--- src/rtl/energy_monitor_pkg.sv ---
// Shared types and widths for the energy-monitor sequencer.
package energy_monitor_pkg;

  localparam int DRAIN_W = 4;
  localparam int STALL_W = 16;

  typedef enum logic [2:0] {
    IDLE,
    READY,
    ACCUM,
    DRAIN,
    OUT
  } state_e;

endpackage

--- src/rtl/energy_monitor_seq_if.sv ---
// Stream, accumulator-control and status signals of the energy-monitor sequencer.
interface energy_monitor_seq_if
  import energy_monitor_pkg::*;
#(
  parameter int COUNTER_BITWIDTH = 8
) ();

  logic                        config_valid_i;
  logic                        config_ready_o;
  logic [COUNTER_BITWIDTH-1:0] config_counter_i;
  logic                        spin_valid_i;
  logic                        spin_ready_o;
  logic                        weight_valid_i;
  logic                        weight_ready_o;
  logic                        acc_clear_o;
  logic                        acc_en_o;
  logic                        energy_valid_o;
  logic                        energy_ready_i;
  logic [COUNTER_BITWIDTH-1:0] step_cnt_o;
  logic                        busy_o;
  logic [STALL_W-1:0]          stall_cnt_o;

  // The sequencer is the slave of every inbound stream.
  modport slave (
    input  config_valid_i, config_counter_i, spin_valid_i, weight_valid_i, energy_ready_i,
    output config_ready_o, spin_ready_o, weight_ready_o, acc_clear_o, acc_en_o,
           energy_valid_o, step_cnt_o, busy_o, stall_cnt_o
  );

  modport master (
    output config_valid_i, config_counter_i, spin_valid_i, weight_valid_i, energy_ready_i,
    input  config_ready_o, spin_ready_o, weight_ready_o, acc_clear_o, acc_en_o,
           energy_valid_o, step_cnt_o, busy_o, stall_cnt_o
  );

endinterface

--- src/rtl/em_step_cnt.sv ---
// Step counter with its N register; flags the step that reaches N (or N==0 on clear).
module em_step_cnt #(
  parameter int CW = 8
) (
  input  logic          clk_i,
  input  logic          rst_ni,
  input  logic          load_i,
  input  logic [CW-1:0] n_i,
  input  logic          clear_i,
  input  logic          step_i,
  output logic          finish_o,
  output logic [CW-1:0] count_o
);

  logic [CW-1:0] n_q;
  logic [CW-1:0] cnt_q;
  logic [CW:0]   count_plus;

  // NOTE: sequential state uses non-blocking assignments so every register
  // samples the pre-edge values of the others, independent of block order.
  always_ff @(posedge clk_i or negedge rst_ni) begin
    if (!rst_ni) begin
      n_q   <= '0;
      cnt_q <= '0;
    end else begin
      if (load_i) n_q <= n_i;
      if (clear_i)     cnt_q <= '0;
      else if (step_i) cnt_q <= cnt_q + CW'(1);
    end
  end

  // One extra bit keeps the compare exact even when the counter is at its top.
  assign count_plus = {1'b0, cnt_q} + (CW + 1)'(step_i);
  assign finish_o   = clear_i ? (n_q == '0) : (count_plus == {1'b0, n_q});
  assign count_o    = cnt_q;

endmodule

--- src/rtl/energy_monitor_seq.sv ---
// Energy-monitor sequencer: config -> spin -> N weight rows -> drain -> result.
// Optional stall counter enabled by defining ENERGY_MONITOR_SEQ_STALL_CNT_EN.
module energy_monitor_seq
  import energy_monitor_pkg::*;
#(
  parameter int COUNTER_BITWIDTH = 8,
  parameter int PIPES            = 1
) (
  input  logic                 clk_i,
  input  logic                 rst_ni,
  input  logic                 en_i,
  energy_monitor_seq_if.slave  bus
);

  localparam int                DRAIN_LAST_INT = (PIPES > 0) ? PIPES - 1 : 0;
  localparam logic [DRAIN_W-1:0] DRAIN_LAST    = DRAIN_W'(DRAIN_LAST_INT);
  localparam state_e            POST_ACCUM     = (PIPES == 0) ? OUT : DRAIN;

  state_e               state_q, state_d;
  logic [DRAIN_W-1:0]   drain_q, drain_d;
  logic                 active;
  logic                 cfg_hs, spin_hs, w_hs, out_hs;
  logic                 finish;

  // Readies are held low during reset so every output reads 0 while rst_ni is low.
  assign active             = en_i && rst_ni;
  assign bus.config_ready_o = active && (state_q == IDLE || state_q == READY);
  assign bus.spin_ready_o   = active && (state_q == READY) && !bus.config_valid_i;
  assign bus.weight_ready_o = active && (state_q == ACCUM);
  assign bus.energy_valid_o = (state_q == OUT);
  assign bus.busy_o         = (state_q == ACCUM) || (state_q == DRAIN) || (state_q == OUT);

  assign cfg_hs  = bus.config_valid_i && bus.config_ready_o;
  assign spin_hs = bus.spin_valid_i   && bus.spin_ready_o;
  assign w_hs    = bus.weight_valid_i && bus.weight_ready_o;
  assign out_hs  = bus.energy_valid_o && bus.energy_ready_i;

  assign bus.acc_clear_o = spin_hs;
  assign bus.acc_en_o    = w_hs;

  em_step_cnt #(
    .CW (COUNTER_BITWIDTH)
  ) u_step_cnt (
    .clk_i    (clk_i),
    .rst_ni   (rst_ni),
    .load_i   (cfg_hs),
    .n_i      (bus.config_counter_i),
    .clear_i  (spin_hs),
    .step_i   (w_hs),
    .finish_o (finish),
    .count_o  (bus.step_cnt_o)
  );

  always_ff @(posedge clk_i or negedge rst_ni) begin
    if (!rst_ni) begin
      state_q <= IDLE;
      drain_q <= '0;
    end else begin
      state_q <= state_d;
      drain_q <= drain_d;
    end
  end

  // NOTE: defaults first so every path assigns state_d/drain_d; no latches.
  always_comb begin
    state_d = state_q;
    drain_d = drain_q;
    unique case (state_q)
      IDLE:  if (cfg_hs) state_d = READY;
      READY: if (spin_hs) state_d = finish ? POST_ACCUM : ACCUM;
      ACCUM: if (w_hs && finish) state_d = POST_ACCUM;
      DRAIN: begin
        // Timer only advances while enabled; it is always 0 on entry.
        if (en_i) begin
          if (drain_q == DRAIN_LAST) begin
            drain_d = '0;
            state_d = OUT;
          end else begin
            drain_d = drain_q + DRAIN_W'(1);
          end
        end
      end
      OUT:     if (out_hs) state_d = READY;
      default: state_d = IDLE;
    endcase
  end

`ifdef ENERGY_MONITOR_SEQ_STALL_CNT_EN
  logic [STALL_W-1:0] stall_q, stall_d;

  always_comb begin
    stall_d = stall_q;
    if (spin_hs) begin
      stall_d = '0;
    end else if (state_q == ACCUM && en_i && !bus.weight_valid_i && stall_q != '1) begin
      stall_d = stall_q + STALL_W'(1);
    end
  end

  always_ff @(posedge clk_i or negedge rst_ni) begin
    if (!rst_ni) stall_q <= '0;
    else         stall_q <= stall_d;
  end

  assign bus.stall_cnt_o = stall_q;
`else
  assign bus.stall_cnt_o = '0;
`endif

endmodule

--- src/flat_wrapper.sv ---
// flat-port wrapper written by rule: the top's interface ports become plain ports
module energy_monitor_seq_flat import energy_monitor_pkg::*;
#(
  parameter int COUNTER_BITWIDTH = 8,
  parameter int PIPES            = 1
)
  (clk_i, rst_ni, en_i, bus_config_valid_i, bus_config_counter_i, bus_spin_valid_i, bus_weight_valid_i, bus_energy_ready_i, bus_config_ready_o, bus_spin_ready_o, bus_weight_ready_o, bus_acc_clear_o, bus_acc_en_o, bus_energy_valid_o, bus_step_cnt_o, bus_busy_o, bus_stall_cnt_o);
  energy_monitor_seq_if #(.COUNTER_BITWIDTH(COUNTER_BITWIDTH)) bus_i ();
  input  logic clk_i;
  input  logic rst_ni;
  input  logic en_i;
  input wire logic [$bits(bus_i.config_valid_i)-1:0] bus_config_valid_i;
  input wire logic [$bits(bus_i.config_counter_i)-1:0] bus_config_counter_i;
  input wire logic [$bits(bus_i.spin_valid_i)-1:0] bus_spin_valid_i;
  input wire logic [$bits(bus_i.weight_valid_i)-1:0] bus_weight_valid_i;
  input wire logic [$bits(bus_i.energy_ready_i)-1:0] bus_energy_ready_i;
  output wire logic [$bits(bus_i.config_ready_o)-1:0] bus_config_ready_o;
  output wire logic [$bits(bus_i.spin_ready_o)-1:0] bus_spin_ready_o;
  output wire logic [$bits(bus_i.weight_ready_o)-1:0] bus_weight_ready_o;
  output wire logic [$bits(bus_i.acc_clear_o)-1:0] bus_acc_clear_o;
  output wire logic [$bits(bus_i.acc_en_o)-1:0] bus_acc_en_o;
  output wire logic [$bits(bus_i.energy_valid_o)-1:0] bus_energy_valid_o;
  output wire logic [$bits(bus_i.step_cnt_o)-1:0] bus_step_cnt_o;
  output wire logic [$bits(bus_i.busy_o)-1:0] bus_busy_o;
  output wire logic [$bits(bus_i.stall_cnt_o)-1:0] bus_stall_cnt_o;
  assign bus_i.config_valid_i = bus_config_valid_i;
  assign bus_i.config_counter_i = bus_config_counter_i;
  assign bus_i.spin_valid_i = bus_spin_valid_i;
  assign bus_i.weight_valid_i = bus_weight_valid_i;
  assign bus_i.energy_ready_i = bus_energy_ready_i;
  assign bus_config_ready_o = bus_i.config_ready_o;
  assign bus_spin_ready_o = bus_i.spin_ready_o;
  assign bus_weight_ready_o = bus_i.weight_ready_o;
  assign bus_acc_clear_o = bus_i.acc_clear_o;
  assign bus_acc_en_o = bus_i.acc_en_o;
  assign bus_energy_valid_o = bus_i.energy_valid_o;
  assign bus_step_cnt_o = bus_i.step_cnt_o;
  assign bus_busy_o = bus_i.busy_o;
  assign bus_stall_cnt_o = bus_i.stall_cnt_o;
  energy_monitor_seq #(.COUNTER_BITWIDTH(COUNTER_BITWIDTH), .PIPES(PIPES)) u_core (.clk_i(clk_i), .rst_ni(rst_ni), .en_i(en_i), .bus(bus_i));
endmodule
--- config.mk ---
export PLATFORM = sky130hd
export DESIGN_NAME = energy_monitor_seq_flat
export DESIGN_NICKNAME = d
export VERILOG_FILES = /design/src/rtl/energy_monitor_pkg.sv /design/src/rtl/energy_monitor_seq_if.sv /design/src/rtl/em_step_cnt.sv /design/src/rtl/energy_monitor_seq.sv /design/src/flat_wrapper.sv
export SDC_FILE = /design/constraint.sdc
export NUM_CORES = 1
export LEC_CHECK = 0
export ABC_AREA = 1
export BUFFER_PORTS_ARGS = -buffer_cell sky130_fd_sc_hd__buf_4
export CORE_MARGIN = 2
export CORE_UTILIZATION = 48
export DETAILED_ROUTE_END_ITERATION = 10
export GPL_TIMING_DRIVEN = 0
export PLACE_DENSITY_LB_ADDON = 0.15
export SKIP_LAST_GASP = 1
export SYNTH_ARGS = -nofsm -noshare
export SYNTH_HDL_FRONTEND = slang
export SYNTH_SLANG_ARGS = --single-unit
--- constraint.sdc ---
create_clock -name clk_i -period 5.6 [get_ports clk_i]
set_clock_uncertainty 0.1 [all_clocks]
set_input_delay 0 -clock clk_i [delete_from_list [all_inputs] [get_ports clk_i]]
set_output_delay 0 -clock clk_i [all_outputs]
set_load 0.02 [all_outputs]
# Word-level counts from Yosys, hierarchy flattened
# Cells that the tools add are included.
[word_totals] register_bits=23 in_bits=15
[classes] n_addsub=3 eq_ne=11 muxes=12 n_reduce_logical=20
[op_table] operator="2-to-1 mux 3 bit" count=6
[op_table] operator="2-to-1 mux 8 bit" count=2
[op_table] operator="one-hot mux 3 bit (5 select lines)" count=1
[op_table] operator="logical AND 1 bit" count=10
[op_table] operator="!= test 2 bit, second input constant" count=5
[op_table] operator="adder 8 x 1 -> 9 bit" count=1
[op_table] operator="== test 9 x 8 -> 1 bit" count=1
[op_table] operator="adder 8 x 1 -> 8 bit, second input constant" count=1
[op_table] operator="logical NOT 8 bit" count=1
[op_table] operator="== test 3 x 2 -> 1 bit, second input constant" count=2
[op_table] operator="AND reduction 6 bit" count=1
[op_table] operator="adder 4 x 1 -> 4 bit, second input constant" count=1
[op_table] operator="logical NOT 4 bit" count=1
[op_table] operator="2-to-1 mux 4 bit" count=1
[op_table] operator="== test 3 x 1 -> 1 bit, second input constant" count=1
[op_table] operator="== test 3 bit, second input constant" count=1
[op_table] operator="logical NOT 3 bit" count=1
[op_table] operator="logical OR 1 bit" count=3
[op_table] operator="2-to-1 mux 1 bit" count=2
[op_table] operator="!= test 2 x 1 -> 1 bit, second input constant" count=1
[op_table] operator="AND reduction 2 bit" count=1
[op_table] operator="nonzero test 2 bit" count=1
[op_table] operator="logical NOT 1 bit" count=1

# Logic depth before layout (Yosys ltp)
[depth] ltp_word=9 ltp_mapped=18 mapped_depth_nobuf=18

# By module
# From an unflattened synthesis, not the netlist that was laid out.
[unflattened] hier_cells=233 area_unflattened_um2=1682.9
[by_module_without_submodules] mod="em_step_cnt" instances=1 cells_each=145 area_per_inst_um2=1014.7
[by_module_without_submodules] mod="energy_monitor_seq" instances=1 cells_each=88 area_per_inst_um2=668.1

# Least setup slack after synthesis
# OpenSTA, ideal clock, no wires.
[synth_path] path_type="flip-flop to flip-flop" start="register u_core.state_q[2]" end="register u_core.state_q[0]" arrival_time_ps=2402 required_time_ps=5382 path_slack_ps=2981 stages_incl_launch_ff=18 period_less_slack_ps=2619 cell_sequence="dfrtp_1 > inv_4 > nand3_4 > nor3b_4 > ha_1 > ha_1 > nand2_1 > nand2_1 > nor2_1 > nand2_1 > nor2_1 > nand3_1 > o21bai_2 > nand2_2 > nand2_4 > nand2_2 > nand2_1 > nand2_1"
[synth_between] elab_chain_cells=9 word_cells_on_any_way=28 classes_between="1 x add/sub; 11 x eq/ne; 4 x mux; 12 x reduce/logical"
[synth_lines] element="start, declared" line="energy_monitor_seq.sv:19" source="state_e state_q, state_d;"
[synth_lines] element="start signal, assigned" line="energy_monitor_seq.sv:59" source="state_q <= state_d;"
[synth_lines] element="== test 3 x 2 -> 1 bit *" line="energy_monitor_seq.sv:29" source="assign bus.weight_ready_o = active && (state_q == ACCUM);"
[synth_lines] element="logical AND 1 bit *" line="energy_monitor_seq.sv:29"
[synth_lines] element="logical AND 1 bit *" line="energy_monitor_seq.sv:35" source="assign w_hs = bus.weight_valid_i && bus.weight_ready_o;"
[synth_lines] element="net bus_acc_en_o" line="flat_wrapper.sv:21" source="output wire logic [$bits(bus_i.acc_en_o)-1:0] bus_acc_en_o;"
[synth_lines] element="adder 8 x 1 -> 9 bit" line="em_step_cnt.sv:33" source="assign count_plus = {1'b0, cnt_q} + (CW + 1)'(step_i);"
[synth_lines] element="== test 9 x 8 -> 1 bit" line="em_step_cnt.sv:34" source="assign finish_o = clear_i ? (n_q == '0) : (count_plus == {1'b0, n_q});"
[synth_lines] element="2-to-1 mux 1 bit" line="em_step_cnt.sv:34"
[synth_lines] element="2-to-1 mux 1 bit or logical AND 1 bit (tied branches)" line="energy_monitor_seq.sv:70, energy_monitor_seq.sv:71"
[synth_lines] element="2-to-1 mux 3 bit or != test 2 bit (tied branches)"
[synth_lines] element="one-hot mux 3 bit (5 select lines) or AND reduction 6 bit (tied branches)"
# The timed path passes the listed nets; every way through them passes the cells marked *. The select of a mux whose other input is x is not followed.
# A chain may end at the register's enable or synchronous reset.

# Worst setup path in the final report
[layout_path] start="input port rst_ni" end="register u_core.state_q[1]"
[layout_between] elab_chain_cells=9 word_cells_on_any_way=16 classes_between="1 x add/sub; 4 x eq/ne; 1 x mux; 10 x reduce/logical"
[layout_lines] element="start, declared" line="flat_wrapper.sv:10" source="input logic rst_ni;"
[layout_lines] element="logical AND 1 bit *" line="energy_monitor_seq.sv:26" source="assign active = en_i && rst_ni;"
[layout_lines] element="logical AND 1 bit" line="energy_monitor_seq.sv:29"
[layout_lines] element="logical AND 1 bit" line="energy_monitor_seq.sv:35"
[layout_lines] element="adder 8 x 1 -> 9 bit" line="em_step_cnt.sv:33"
[layout_lines] element="== test 9 x 8 -> 1 bit" line="em_step_cnt.sv:34"
[layout_lines] element="2-to-1 mux 1 bit" line="em_step_cnt.sv:34"
[layout_lines] element="logical AND 1 bit" line="energy_monitor_seq.sv:71" source="ACCUM: if (w_hs && finish) state_d = POST_ACCUM;"
[layout_lines] element="!= test 2 bit (no source line)"
[layout_lines] element="AND reduction 6 bit (no source line) *"
# Every way passes the cells marked *; elsewhere a longest branch is shown, timed or not.

==> impl_metrics.json <==
{
  "status": "completed",
  "fin_crit_ns": 3.20,
  "design_area_sq_um": 2240,
  "cts_tree": "yes",
  "vdd_drop_max_v": 0.000209,
  "yosys-top-cells-count": "nand2_1 (51), inv_1 (31), dfrtp_1 (23)",
  "routed.top_layer": "met4",
  "worstPathMaxFanout": 14,
  "seqPwrFrac_pct": 36.7,
  "grt_overflow": 0,
  "dpl_cell_area_sq_um": 2060,
  "setup_violations": 0,
  "drv_cap": 0,
  "clk_path_buf_depth": 2,
  "ant_nets": 0,
  "place_congestion": 0.777,
  "start_kind": "input port",
  "met3_length_um": 170,
  "ctsHtreeMaxLevel": 1,
  "yosysMostFrequentCell": "nand2_1",
  "dr.pass1.iters": 4,
  "postCtsSetupRepairBufs": 0,
  "placedCellCount": 320,
  "drive_above_1_share_pct": 25.6,
  "avgRoutedWirePerCell_um": 10.3,
  "postSynthAreaPerCell_sq_um": 7.52,
  "tightest_slew_ns": 0.554,
  "drc": 0,
  "p_leak_nw": 1.22,
  "synth_top_area_share_pct": 33.3,
  "area_delta_synth_final_pct": 29.4,
  "cp.arrival_ns": 3.32,
  "synth-seq-cells": 23,
  "rows": 21,
  "fin_crit_sh_pct": 57.2,
  "ys_seq_area_share_pct": 33.3,
  "die_area_sq_um": 4100,
  "clock.fmax_mhz": 312,
  "grt_first_pass_wirelength_um": 5970,
  "reg2reg_slack_ns": 2.80,
  "drtIter0Drc": 57,
  "fin_ws_ns": 2.40,
  "required_ns": 5.72,
  "clock_latency_ns": 0.32,
  "grt_max_degree": 15,
  "hold_path.class": "input port to register",
  "grt_use_total_pct": 18.4,
  "synth_top_cell_by_area": "dfrtp_1",
  "rsz0062_at_grt": "false",
  "clockRootBuffer": "clkbuf_4",
  "power_density_nw_per_um2": 380,
  "place_ws_ns": 2.81,
  "antenna_found_initial": 0,
  "internal_power_w": 0.000456,
  "fin_tns_setup_ns": 0,
  "endpoint": "u_core.state_q[1]$_DFFE_PN0P_",
  "die_h_um": 64.0,
  "cp-end-kind": "register",
  "start_util_pct": 51.0,
  "p_comb_share_pct": 53.7,
  "slew_headroom_pct": 62.9,
  "hold_viol_final": 0,
  "grt_pass1_vias": 1384,
  "rr_worst_depth": 18,
  "coreArea_sq_um": 3390,
  "die_x_um": 64.0,
  "m1WireLength_um": 1540,
  "reg2reg_from": "u_core.state_q[2]$_DFFE_PN0P_",
  "synthArstFlopShare_pct": 100,
  "finalCoreUtilization_pct": 66.0,
  "finalNetCount": 314,
  "ys.flop_type": "dfrtp_1",
  "synth_area_leaders": "dfrtp_1 (33%), nand2_1 (11%), buf_4 (6.9%)",
  "switchingPower_w": 0.000394,
  "cts_buffers": 3,
  "hpwlAfterDp_um": 2630,
  "clock_power_share_pct": 9.6,
  "cts.sinks": 23,
  "swShare_pct": 46.4,
  "synth_area_sq_um": 1730,
  "critPathLaunch": "rst_ni",
  "synth_edf_count": 0,
  "io_buffer_count": 29,
  "timing.rr.end": "u_core.state_q[1]$_DFFE_PN0P_",
  "via_per_inst": 4.60,
  "wirelength_um": 3480,
  "drv_slew": 0,
  "synth_cell_type_count": 34,
  "yosys_warnings": 0,
  "wl_met2_um": 1730,
  "num_antenna_cells": 0,
  "ios": 46,
  "layout.cells.non_filler": 339,
  "crit_type": "input port to register",
  "clkTransAtPathRegs_ns": 0.14,
  "dr_total_vias": 1561,
  "synth_cells": 230
}
cell families after synthesis:
group,synth area share [%]
compound gates,9.12
xor+xnor,1.52
fa+ha+maj,3.62
buf+inv,16.0
flops,33.3
mux,1.30
other cells,0.217
simple gates,34.9
worst max-delay path, cell delays in order:
cell and delay [ns]:
dlygate4sd3_1 0.53, dlygate4sd3_1 0.55, buf_4 0.23, nand2_4 0.10, nor3b_4 0.39, ha_1 0.28, ha_1 0.21, nand2_1 0.08
inv_1 0.11, nand3_1 0.08, nand2_1 0.07, nand2_1 0.06, nand2_1 0.05, nand3_1 0.09, o21bai_2 0.16, nand2_2 0.08
nand2_4 0.09, nand2_2 0.05, nand2_1 0.06, nand2_1 0.05
final cells by class:
class	count	area, sq um
multi-input combinational	168	933
clock buffer	4	26.3
timing repair buffer	44	368
sequential	23	576
inverter	35	136
tap	46	57.6
fill	300	1150
buffer	19	140
cells in the final DEF, fill, tap and decap left out, types with 2 or more instances in the layout:
cell type and n:
buf_4 45, nor3_1 2, nand3_1 19, clkbuf_1 2, clkbuf_4 3, nor2_4 3, a21oi_1 13, dfrtp_1 23
nand2_4 3, inv_4 2, conb_1 16, nand4_1 2, mux2_2 2, ha_1 5, dlygate4sd3_1 15, nor4_1 2
inv_1 31, nor3_2 2, nand2_1 51, nor2_1 20, o21ai_0 11, xor2_1 3, nand2_2 5
state kept, by name, summed over array words and instances, names as in the netlist:
register                   flops
u_core.u_step_cnt.count_o      8
u_core.drain_q                 4
u_core.u_step_cnt.n_q          8
u_core.state_q                 3
metrics by stage:
| stage | power, W | hold slack [ns] |
|---|---|---|
| floorplan | 0.000648 | -0.396 |
| global placement | 0.000756 | -0.174 |
| detailed placement | 0.000768 | -0.175 |
| CTS | 0.000859 | 0.0301 |
| global route | 0.000926 | 0.0611 |
| finish | 0.000851 | 0.0401 |
layer usage:
metal,vias up,global-route usage [%]
met4,0,4.08
met5,-,0
li1,825,-
met2,37,32.6
met3,4,3.70
met1,695,22.8
power groups by stage:
| stage | Clock [W] | Combinational (W) | Sequential [W] |
|---|---|---|---|
| finish | 0.0000820 | 0.000457 | 0.000312 |
| floorplan | 0 | 0.000328 | 0.000321 |
| detailed placement | 0 | 0.000453 | 0.000315 |
| global placement | 0 | 0.000442 | 0.000314 |
| CTS | 0.0000856 | 0.000462 | 0.000311 |
| global route | 0.0000897 | 0.000514 | 0.000322 |
how the worst min path moves through the flow:
stage	from	endpoint	slack [ns]	cells past startpoint
after global placement	rst_ni	u_core.u_step_cnt.count_o[1]$_DFFE_PN0P_	-0.17	1
after global routing	en_i	u_core.u_step_cnt.count_o[2]$_DFFE_PN0P_	0.06	5
after CTS	en_i	u_core.u_step_cnt.count_o[0]$_DFFE_PN0P_	0.03	5
after floorplan	rst_ni	u_core.drain_q[0]$_DFFE_PN0P_	-0.40	0
after detailed placement	rst_ni	u_core.u_step_cnt.count_o[0]$_DFFE_PN0P_	-0.18	1
final	en_i	u_core.u_step_cnt.count_o[0]$_DFFE_PN0P_	0.04	5
repair_timing:
action	4_1_cts	5_1_grt
endpoints found under the hold margin	34	0
resized for setup	0	0
hold buffers	15	0
(Power assumes the default switching activity.)
